### src/rtl/pc_sequencer_if.sv
// Sequencer-side bundle: stall/redirect controls in, fetch address and status out.
// STALL_COUNT_EN adds the stall_cycles counter output.
interface pc_sequencer_if #(
    parameter int OFFSET_W = 8
);
    logic                i_busy;
    logic                d_busy;
    logic                jump_en;
    logic                branch_en;
    logic [OFFSET_W-1:0] offset;
    logic [31:0]         pc;
    logic                pc_valid;
    logic                stall;
    logic                redirect_pending;
`ifdef STALL_COUNT_EN
    logic [15:0]         stall_cycles;
`endif

    modport master (
        output i_busy, d_busy, jump_en, branch_en, offset,
        input  pc, pc_valid, stall, redirect_pending
`ifdef STALL_COUNT_EN
        , input stall_cycles
`endif
    );

    modport slave (
        input  i_busy, d_busy, jump_en, branch_en, offset,
        output pc, pc_valid, stall, redirect_pending
`ifdef STALL_COUNT_EN
        , output stall_cycles
`endif
    );
endinterface

### src/rtl/pc_sequencer.sv
// Program-counter sequencer: PC+4 / PC-relative redirect, holds on cache busy, one-edge latency.
// A redirect seen on the edge that enters a stall is parked and applied on release; STALL_COUNT_EN adds a saturating stall counter.
module pc_sequencer #(
    parameter logic [31:0] RESET_PC = 32'hFFFF_FFFC,
    parameter int          OFFSET_W = 8
) (
    input  logic           CLK,
    input  logic           RESET_N,
    pc_sequencer_if.slave  bus
);
    typedef enum logic [1:0] {HOLD, RUN, STALL} state_t;

    state_t      state;
    logic [31:0] pc_q;
    logic        valid_q;
    logic        pend_q;
    logic [31:0] pend_tgt;
    logic        stall;
    logic        redir;
    logic [31:0] seq;
    logic [31:0] off_ext;
    logic [31:0] tgt;
`ifdef STALL_COUNT_EN
    logic [15:0] cnt_q;
`endif

    assign stall   = bus.i_busy | bus.d_busy;
    // J and BEQ share one target formula, so jump priority needs no mux
    assign redir   = bus.jump_en | bus.branch_en;
    assign seq     = pc_q + 32'd4;
    assign off_ext = {{(32-OFFSET_W){bus.offset[OFFSET_W-1]}}, bus.offset};
    assign tgt     = seq + (off_ext << 2);

    always_ff @(posedge CLK or negedge RESET_N) begin
        if (!RESET_N) begin
            state    <= HOLD;
            pc_q     <= RESET_PC;
            valid_q  <= 1'b0;
            pend_q   <= 1'b0;
            pend_tgt <= '0;
`ifdef STALL_COUNT_EN
            cnt_q    <= '0;
`endif
        end else begin
`ifdef STALL_COUNT_EN
            if (valid_q && stall && cnt_q != 16'hFFFF)
                cnt_q <= cnt_q + 16'd1;
`endif
            case (state)
                HOLD: begin
                    pc_q    <= seq;
                    valid_q <= 1'b1;
                    state   <= RUN;
                end
                RUN: begin
                    if (!stall) begin
                        pc_q <= redir ? tgt : seq;
                    end else begin
                        if (redir) begin
                            pend_tgt <= tgt;
                            pend_q   <= 1'b1;
                        end
                        state <= STALL;
                    end
                end
                STALL: begin
                    // decoder output is stale here; only the parked target counts
                    if (!stall) begin
                        if (pend_q) begin
                            pc_q   <= pend_tgt;
                            pend_q <= 1'b0;
                        end else begin
                            pc_q <= seq;
                        end
                        state <= RUN;
                    end
                end
                default: state <= HOLD;
            endcase
        end
    end

    assign bus.pc               = pc_q;
    assign bus.pc_valid         = valid_q;
    assign bus.stall            = stall;
    assign bus.redirect_pending = pend_q;
`ifdef STALL_COUNT_EN
    assign bus.stall_cycles     = cnt_q;
`endif
endmodule

### src/flat_wrapper.sv
// flat-port wrapper written by rule: the top's interface ports become plain ports
module pc_sequencer_flat 
#(
    parameter logic [31:0] RESET_PC = 32'hFFFF_FFFC,
    parameter int          OFFSET_W = 8
)
  (CLK, RESET_N, bus_i_busy, bus_d_busy, bus_jump_en, bus_branch_en, bus_offset, bus_pc, bus_pc_valid, bus_stall, bus_redirect_pending);
  pc_sequencer_if #(.OFFSET_W(OFFSET_W)) bus_i ();
  input  logic CLK;
  input  logic RESET_N;
  input wire logic [$bits(bus_i.i_busy)-1:0] bus_i_busy;
  input wire logic [$bits(bus_i.d_busy)-1:0] bus_d_busy;
  input wire logic [$bits(bus_i.jump_en)-1:0] bus_jump_en;
  input wire logic [$bits(bus_i.branch_en)-1:0] bus_branch_en;
  input wire logic [$bits(bus_i.offset)-1:0] bus_offset;
  output wire logic [$bits(bus_i.pc)-1:0] bus_pc;
  output wire logic [$bits(bus_i.pc_valid)-1:0] bus_pc_valid;
  output wire logic [$bits(bus_i.stall)-1:0] bus_stall;
  output wire logic [$bits(bus_i.redirect_pending)-1:0] bus_redirect_pending;
  assign bus_i.i_busy = bus_i_busy;
  assign bus_i.d_busy = bus_d_busy;
  assign bus_i.jump_en = bus_jump_en;
  assign bus_i.branch_en = bus_branch_en;
  assign bus_i.offset = bus_offset;
  assign bus_pc = bus_i.pc;
  assign bus_pc_valid = bus_i.pc_valid;
  assign bus_stall = bus_i.stall;
  assign bus_redirect_pending = bus_i.redirect_pending;
  pc_sequencer #(.RESET_PC(RESET_PC), .OFFSET_W(OFFSET_W)) u_core (.CLK(CLK), .RESET_N(RESET_N), .bus(bus_i));
endmodule
### config.mk
export PLATFORM = sky130hd
export DESIGN_NAME = pc_sequencer_flat
export DESIGN_NICKNAME = d
export VERILOG_FILES = /design/src/rtl/pc_sequencer_if.sv /design/src/rtl/pc_sequencer.sv /design/src/flat_wrapper.sv
export SDC_FILE = /design/constraint.sdc
export NUM_CORES = 1
export LEC_CHECK = 0
export ABC_AREA = 1
export BUFFER_PORTS_ARGS = -buffer_cell sky130_fd_sc_hd__buf_2
export CAP_MARGIN = 20
export CORE_MARGIN = 5
export CORE_UTILIZATION = 45
export CTS_CLUSTER_DIAMETER = 40
export CTS_CLUSTER_SIZE = 14
export DETAILED_ROUTE_END_ITERATION = 8
export HOLD_SLACK_MARGIN = 0.02
export PLACE_DENSITY = 0.63
export SLEW_MARGIN = 20
export SYNTH_ARGS = -nofsm -noshare
export SYNTH_HDL_FRONTEND = slang
export SYNTH_SLANG_ARGS = --single-unit
### constraint.sdc
create_clock -name CLK -period 4.09 [get_ports CLK]
set_clock_uncertainty 0.05 [all_clocks]
set_input_delay 0.6135 -clock CLK [delete_from_list [all_inputs] [get_ports CLK]]
set_output_delay 0.6135 -clock CLK [all_outputs]
set_load 0.01 [all_outputs]
=== Yosys cells after proc, flatten, opt, wreduce, memory -nomap -nowiden ===
Index checks and enable logic that the tools add are counted.

* Add/sub/neg operators: 2
* Bitwise gates (word level): 2
* Equal/unequal tests: 6
* Reductions and logical operators: 7
* Muxes and demuxes: 12

{| class="wikitable"
|+ Operators with widths
! operator !! number
|-
| $mux W32 || 4
|-
| $pmux W32 S3 || 1
|-
| $add A32 B3 Y32 const B || 1
|-
| $add A32 B32 Y32 || 1
|-
| $ne A2 B2 Y1 const B || 3
|-
| $pmux W2 S3 || 1
|-
| $reduce_and A3 Y1 || 2
|-
| $mux W2 || 2
|-
| $reduce_and A4 Y1 || 1
|-
| $mux W1 || 3
|-
| $reduce_bool A3 Y1 || 1
|-
| $eq A2 B1 Y1 const B || 1
|-
| $eq A2 B2 Y1 const B || 1
|-
| $logic_not A2 Y1 || 1
|-
| $ne A2 B1 Y1 const B || 1
|-
| $or A1 B1 Y1 || 2
|-
| $pmux W1 S2 || 1
|-
| $reduce_and A2 Y1 || 1
|-
| $reduce_bool A2 Y1 || 1
|}

* Input bits: 14
* Flip-flop bits (word level): 68
* Logic and storage cells: 34
* Output and inout bits: 35

=== Logic depth before layout (Yosys ltp) ===
* Depth after elaboration: 5
* Mapped depth: 25
* Gate-level depth less buffers: 25

=== Least setup slack after synthesis ===
Ideal clock, no wire load.

* Path kind: register -> register
* From: register u_core.pc_q[2] (netlist: u_core.bus.pc[2])
* To: register u_core.pc_q[27] (netlist: u_core.bus.pc[27])
* Arrival: 2.799 ns
* Required time: 3.964 ns
* Buffers on the path: 0
* Setup time: 0.076 ns
* Path slack: 1.165 ns
* Cell stages (with the launch flop): 21
* Period minus slack after synthesis: 2.925 ns
* Path through: dfstp_2 > ha_1 > nand2_2 > nor2_4 > nand3_2 > nor4_1 > nand2_1 > nand2_1 > inv_1 > ha_1 > nand2_1 > nor2_1 > inv_1 > nor3_1 > nand2_1 > nand3_1 > nand2_1 > nand3_1 > nand2_1 > a21oi_1 > nor2_1

* Cells in the longest elaborated chain, start to end: 5
* Elaborated cells on any way between the ends: 7
* Classes of those cells: add/sub (2); mux (5)

{| class="wikitable"
|+ RTL lines
! element !! line !! text
|-
| from (decl) || pc_sequencer.sv:14 || <nowiki>logic [31:0] pc_q;</nowiki>
|-
| from (signal assigned) || pc_sequencer.sv:51 || <nowiki>pc_q <= seq;</nowiki>
|-
| from (signal assigned) || pc_sequencer.sv:57 || <nowiki>pc_q <= redir ? tgt : seq;</nowiki>
|-
| from (signal assigned) || pc_sequencer.sv:70 || <nowiki>pc_q <= pend_tgt;</nowiki>
|-
| $add A32 B3 Y32 (*) || pc_sequencer.sv:30 || <nowiki>assign seq = pc_q + 32'd4;</nowiki>
|-
| $add A32 B32 Y32 || pc_sequencer.sv:32 || <nowiki>assign tgt = seq + (off_ext << 2);</nowiki>
|-
| $mux W32 || pc_sequencer.sv:57 ||
|-
| $mux W32 || pc_sequencer.sv:56 || <nowiki>if (!stall) begin</nowiki>
|-
| $pmux W32 S3 (*) || pc_sequencer.sv:49 || <nowiki>case (state)</nowiki>
|}

Every way passes the cells marked *; elsewhere a longest branch is shown, timed or not. The select of a mux whose other input is x is not followed.
A chain may end at the register's enable or synchronous reset.

=== Worst setup path in the final report ===
* From: register u_core.pc_q[2] (netlist: u_core.bus.pc[2])
* To: register u_core.pc_q[30] (netlist: u_core.bus.pc[30])

Same word-level chain as after synthesis.

==> results.sh <==
export IMPL_outcome="finished clean"
export IMPL_synth_common_cells="nand2_1 (324), inv_1 (133), nor2_1 (100), nand3_1 (72), a21oi_1 (55)"
export IMPL_clock_sinks=68
export IMPL_grt_pass1_vias=5941
export IMPL_remaining_drc_errors=0
export IMPL_dp_hpwl_um=15000
export IMPL_setup_viol_count_final=0
export IMPL_critical_path_slowest_cell="dfstp_2"
export IMPL_root_buffer="clkbuf_16"
export IMPL_p_total_mw=6.74
export IMPL_final_hold_viol_count=0
export IMPL_fin_area_mm2=0.00705
export IMPL_yosysMostFrequentCell="nand2_1"
export IMPL_die_x_um=129
export IMPL_n_antenna_cell=0
export IMPL_worst_r2r_setup_slack_ns=0.50
export IMPL_ys_seq_elements=68
export IMPL_finalCritPeriodShare=0.877
export IMPL_cts_made_buffers=9
export IMPL_async_flop_share=1.00
export IMPL_fmax_mhz=279
export IMPL_crit_family="simple AND/OR/NAND/NOR gates"
export IMPL_cpPeakStageDelay_ns=0.58
export IMPL_p_per_area_mw_per_mm2=957
export IMPL_dr_first_iter_drc_count=567
export IMPL_dpl_instance_area_mm2=0.00673
export IMPL_core_area_mm2=0.0138
export IMPL_final_cells=1225
export IMPL_grt_total_usage=0.245
export IMPL_syn2layout_area_growth_pct=11.5
export IMPL_setup_tns_ns=0
export IMPL_clk_latency_ns=0.35
export IMPL_grt_pass1_wl_um=31800
export IMPL_critPathLaunchType="register"
export IMPL_cts_tree="yes"
export IMPL_relSlewSlack=0.482
export IMPL_synth_area_mm2=0.00632
export IMPL_netlist_instances=998
export IMPL_setup_ws_ns=0.501
export IMPL_grt_ovfl_total=0
export IMPL_fin_util=0.510
export IMPL_cts_hold_buffers=0
export IMPL_grt_max_degree=59
export IMPL_syn_nets=1052
export IMPL_cp_buffers_inverters=2
export IMPL_yosysWarnings=0
export IMPL_final_min_clock_period_ns=3.59
export IMPL_cts_max_level=3
export IMPL_synth_cell_types=44
export IMPL_crit_chain="ha_1, nand2_2, nor2_4, nand3_2, nor3_4, nand2_2, nor2_2, nand2_1, nand2_2, inv_1, ha_1, nand2_1, inv_1, nand2_1, nand3_1, a21oi_1, nand2_1, nand2_1, nand3_1, nand2_1, nand2_1, a21oi_1"
export IMPL_crit_arrival_ns=3.81
export IMPL_crit_required_ns=4.31
export IMPL_clkTransAtPathRegs_ns=0.06
export IMPL_hold_slack_ns=0.0883
export IMPL_r2r_end="u_core.bus.pc[30]"
export IMPL_hold_path_class="input pin to async pin"
export IMPL_drtAntennaViolNets=0
export IMPL_synth_top_area_cell="nand2_1"
export IMPL_wl_um=19600
export IMPL_io_buffer_count=48
export IMPL_antenna_found_initial=0
export IMPL_synth_edf_count=0
export IMPL_cts_setup_buffers=0
export IMPL_crit_path_max_fanout=6
export IMPL_cts_resized=0
export IMPL_dr_pass1_iters=5
export IMPL_fp_dieArea_mm2=0.0165
export IMPL_vias_per_cell=5.16
export IMPL_avgRoutedWirePerCell_um=16.0
export IMPL_rsz0062_at_grt="false"
export IMPL_initial_utilization=0.457
export IMPL_tightest_slew_ns=0.776
export IMPL_vias=6318
export IMPL_peakVddDrop_mv=0.555
export IMPL_syn_area_per_cell_um2=6.33
export IMPL_path_common_cell="nand2_1"
export IMPL_drive_gt1_frac=0.140
export IMPL_yosysSeqAreaShare=0.275
export IMPL_ff2ff_path_depth=22
export IMPL_power_leakage_nw=3.75
export IMPL_cts_max_path_buffers=2
export IMPL_dp_worst_setup_slack_ns=0.581
export IMPL_placedCellCount=1209
export IMPL_synth_area_leaders="nand2_1 (19%), dfrtp_1 (15%), dfstp_2 (12%), inv_1 (7.9%), ha_1 (7.7%)"
export IMPL_cp_end_kind="register"
export IMPL_maxSlewViolCount=0
export IMPL_rows=43
export IMPL_setup_worst_path_class="register to register"
export IMPL_max_cap_viol_count=0
export IMPL_die_y_um=129
export IMPL_synth_top_area_share=0.192
export IMPL_finalNetCount=1094
export IMPL_synth_flop_cell="dfrtp_1"
export IMPL_ios=49
export IMPL_gp_congestion=1.00
export IMPL_r2r_start="u_core.bus.pc[2]"
## worst max-delay path by stage
stage / from / end / slack, ns / cells after the start
2_1_floorplan: u_core.bus.pc[2] / u_core.bus.pc[27] / 1.16 / 20
3_3_place_gp: u_core.bus.pc[2] / u_core.bus.pc[29] / 0.60 / 18
3_5_place_dp: u_core.bus.pc[2] / u_core.bus.pc[29] / 0.58 / 18
4_1_cts: u_core.bus.pc[2] / u_core.bus.pc[29] / 0.55 / 18
5_1_grt: u_core.bus.pc[2] / u_core.bus.pc[24] / 0.20 / 22
6_report: u_core.bus.pc[2] / u_core.bus.pc[30] / 0.50 / 22
## sequential cells by signal, indices dropped and copies added (netlist names)
register	count
u_core.pend_tgt	32
u_core.bus.pc	32
u_core.bus.pc_valid	1
u_core.bus.redirect_pending	1
u_core.state	2
## metal layers
metal,track usage,vias up,share of wire
met1,0.380,2864,0.51
met2,0.352,182,0.41
li1,-,3244,-
met3,0.0349,28,0.060
met4,0.0698,0,0.020
met5,0,-,0
## cells by family (layout without fill, tap and decap cells)
group | count (synthesis) | after routing | synth area share
AO/OA/AOI/OAI | 138 | 138 | 0.119
XOR/XNOR | 31 | 31 | 0.0453
adder cells (fa/ha/maj) | 40 | 40 | 0.0804
buffers and inverters | 162 | 209 | 0.100
flip-flops | 68 | 68 | 0.275
AND/OR/NAND/NOR | 559 | 559 | 0.380
## layout make-up
cell class | instances | area, um2
Clock buffer | 12 | 246
Fill cell | 1429 | 6780
Tap cell | 180 | 225
Clock inverter | 4 | 72.6
Timing Repair Buffer | 54 | 285
Inverter | 139 | 522
Multi-Input combinational cell | 768 | 3960
Sequential cell | 68 | 1740
## power by group
group | switching, mW | leakage, nW | internal [mW]
Sequential | 0.360 | 0.782 | 1.15
Clock | 0.311 | 0.153 | 0.550
Combinational | 2.93 | 2.82 | 1.44
Total | 3.60 | 3.75 | 3.14
## cell usage in the layout (no fill, tap or decap), drive strengths merged, types with 3 or more instances in the layout
master and n:
nor3 9, nand3 75, a21o 3, nor2 112, ha 39, dfstp 30
nand3b 4, nand2 332, buf 54, o21bai 5, and2 4, o21ai 62
xnor2 11, dfrtp 38, xor2 20, clkbuf 12, nand4 13, a21oi 61
inv 138, or2 7, nor4 3
## worst register-to-register path: cells and delay by family (launching register included)
kind	cells	cell delay, ns
fa+ha+maj	2	0.47
buf+inv	2	0.17
compound gates	2	0.35
flops	1	0.58
simple gates	16	1.90
No activity file was read; power rests on OpenSTA's default activity.
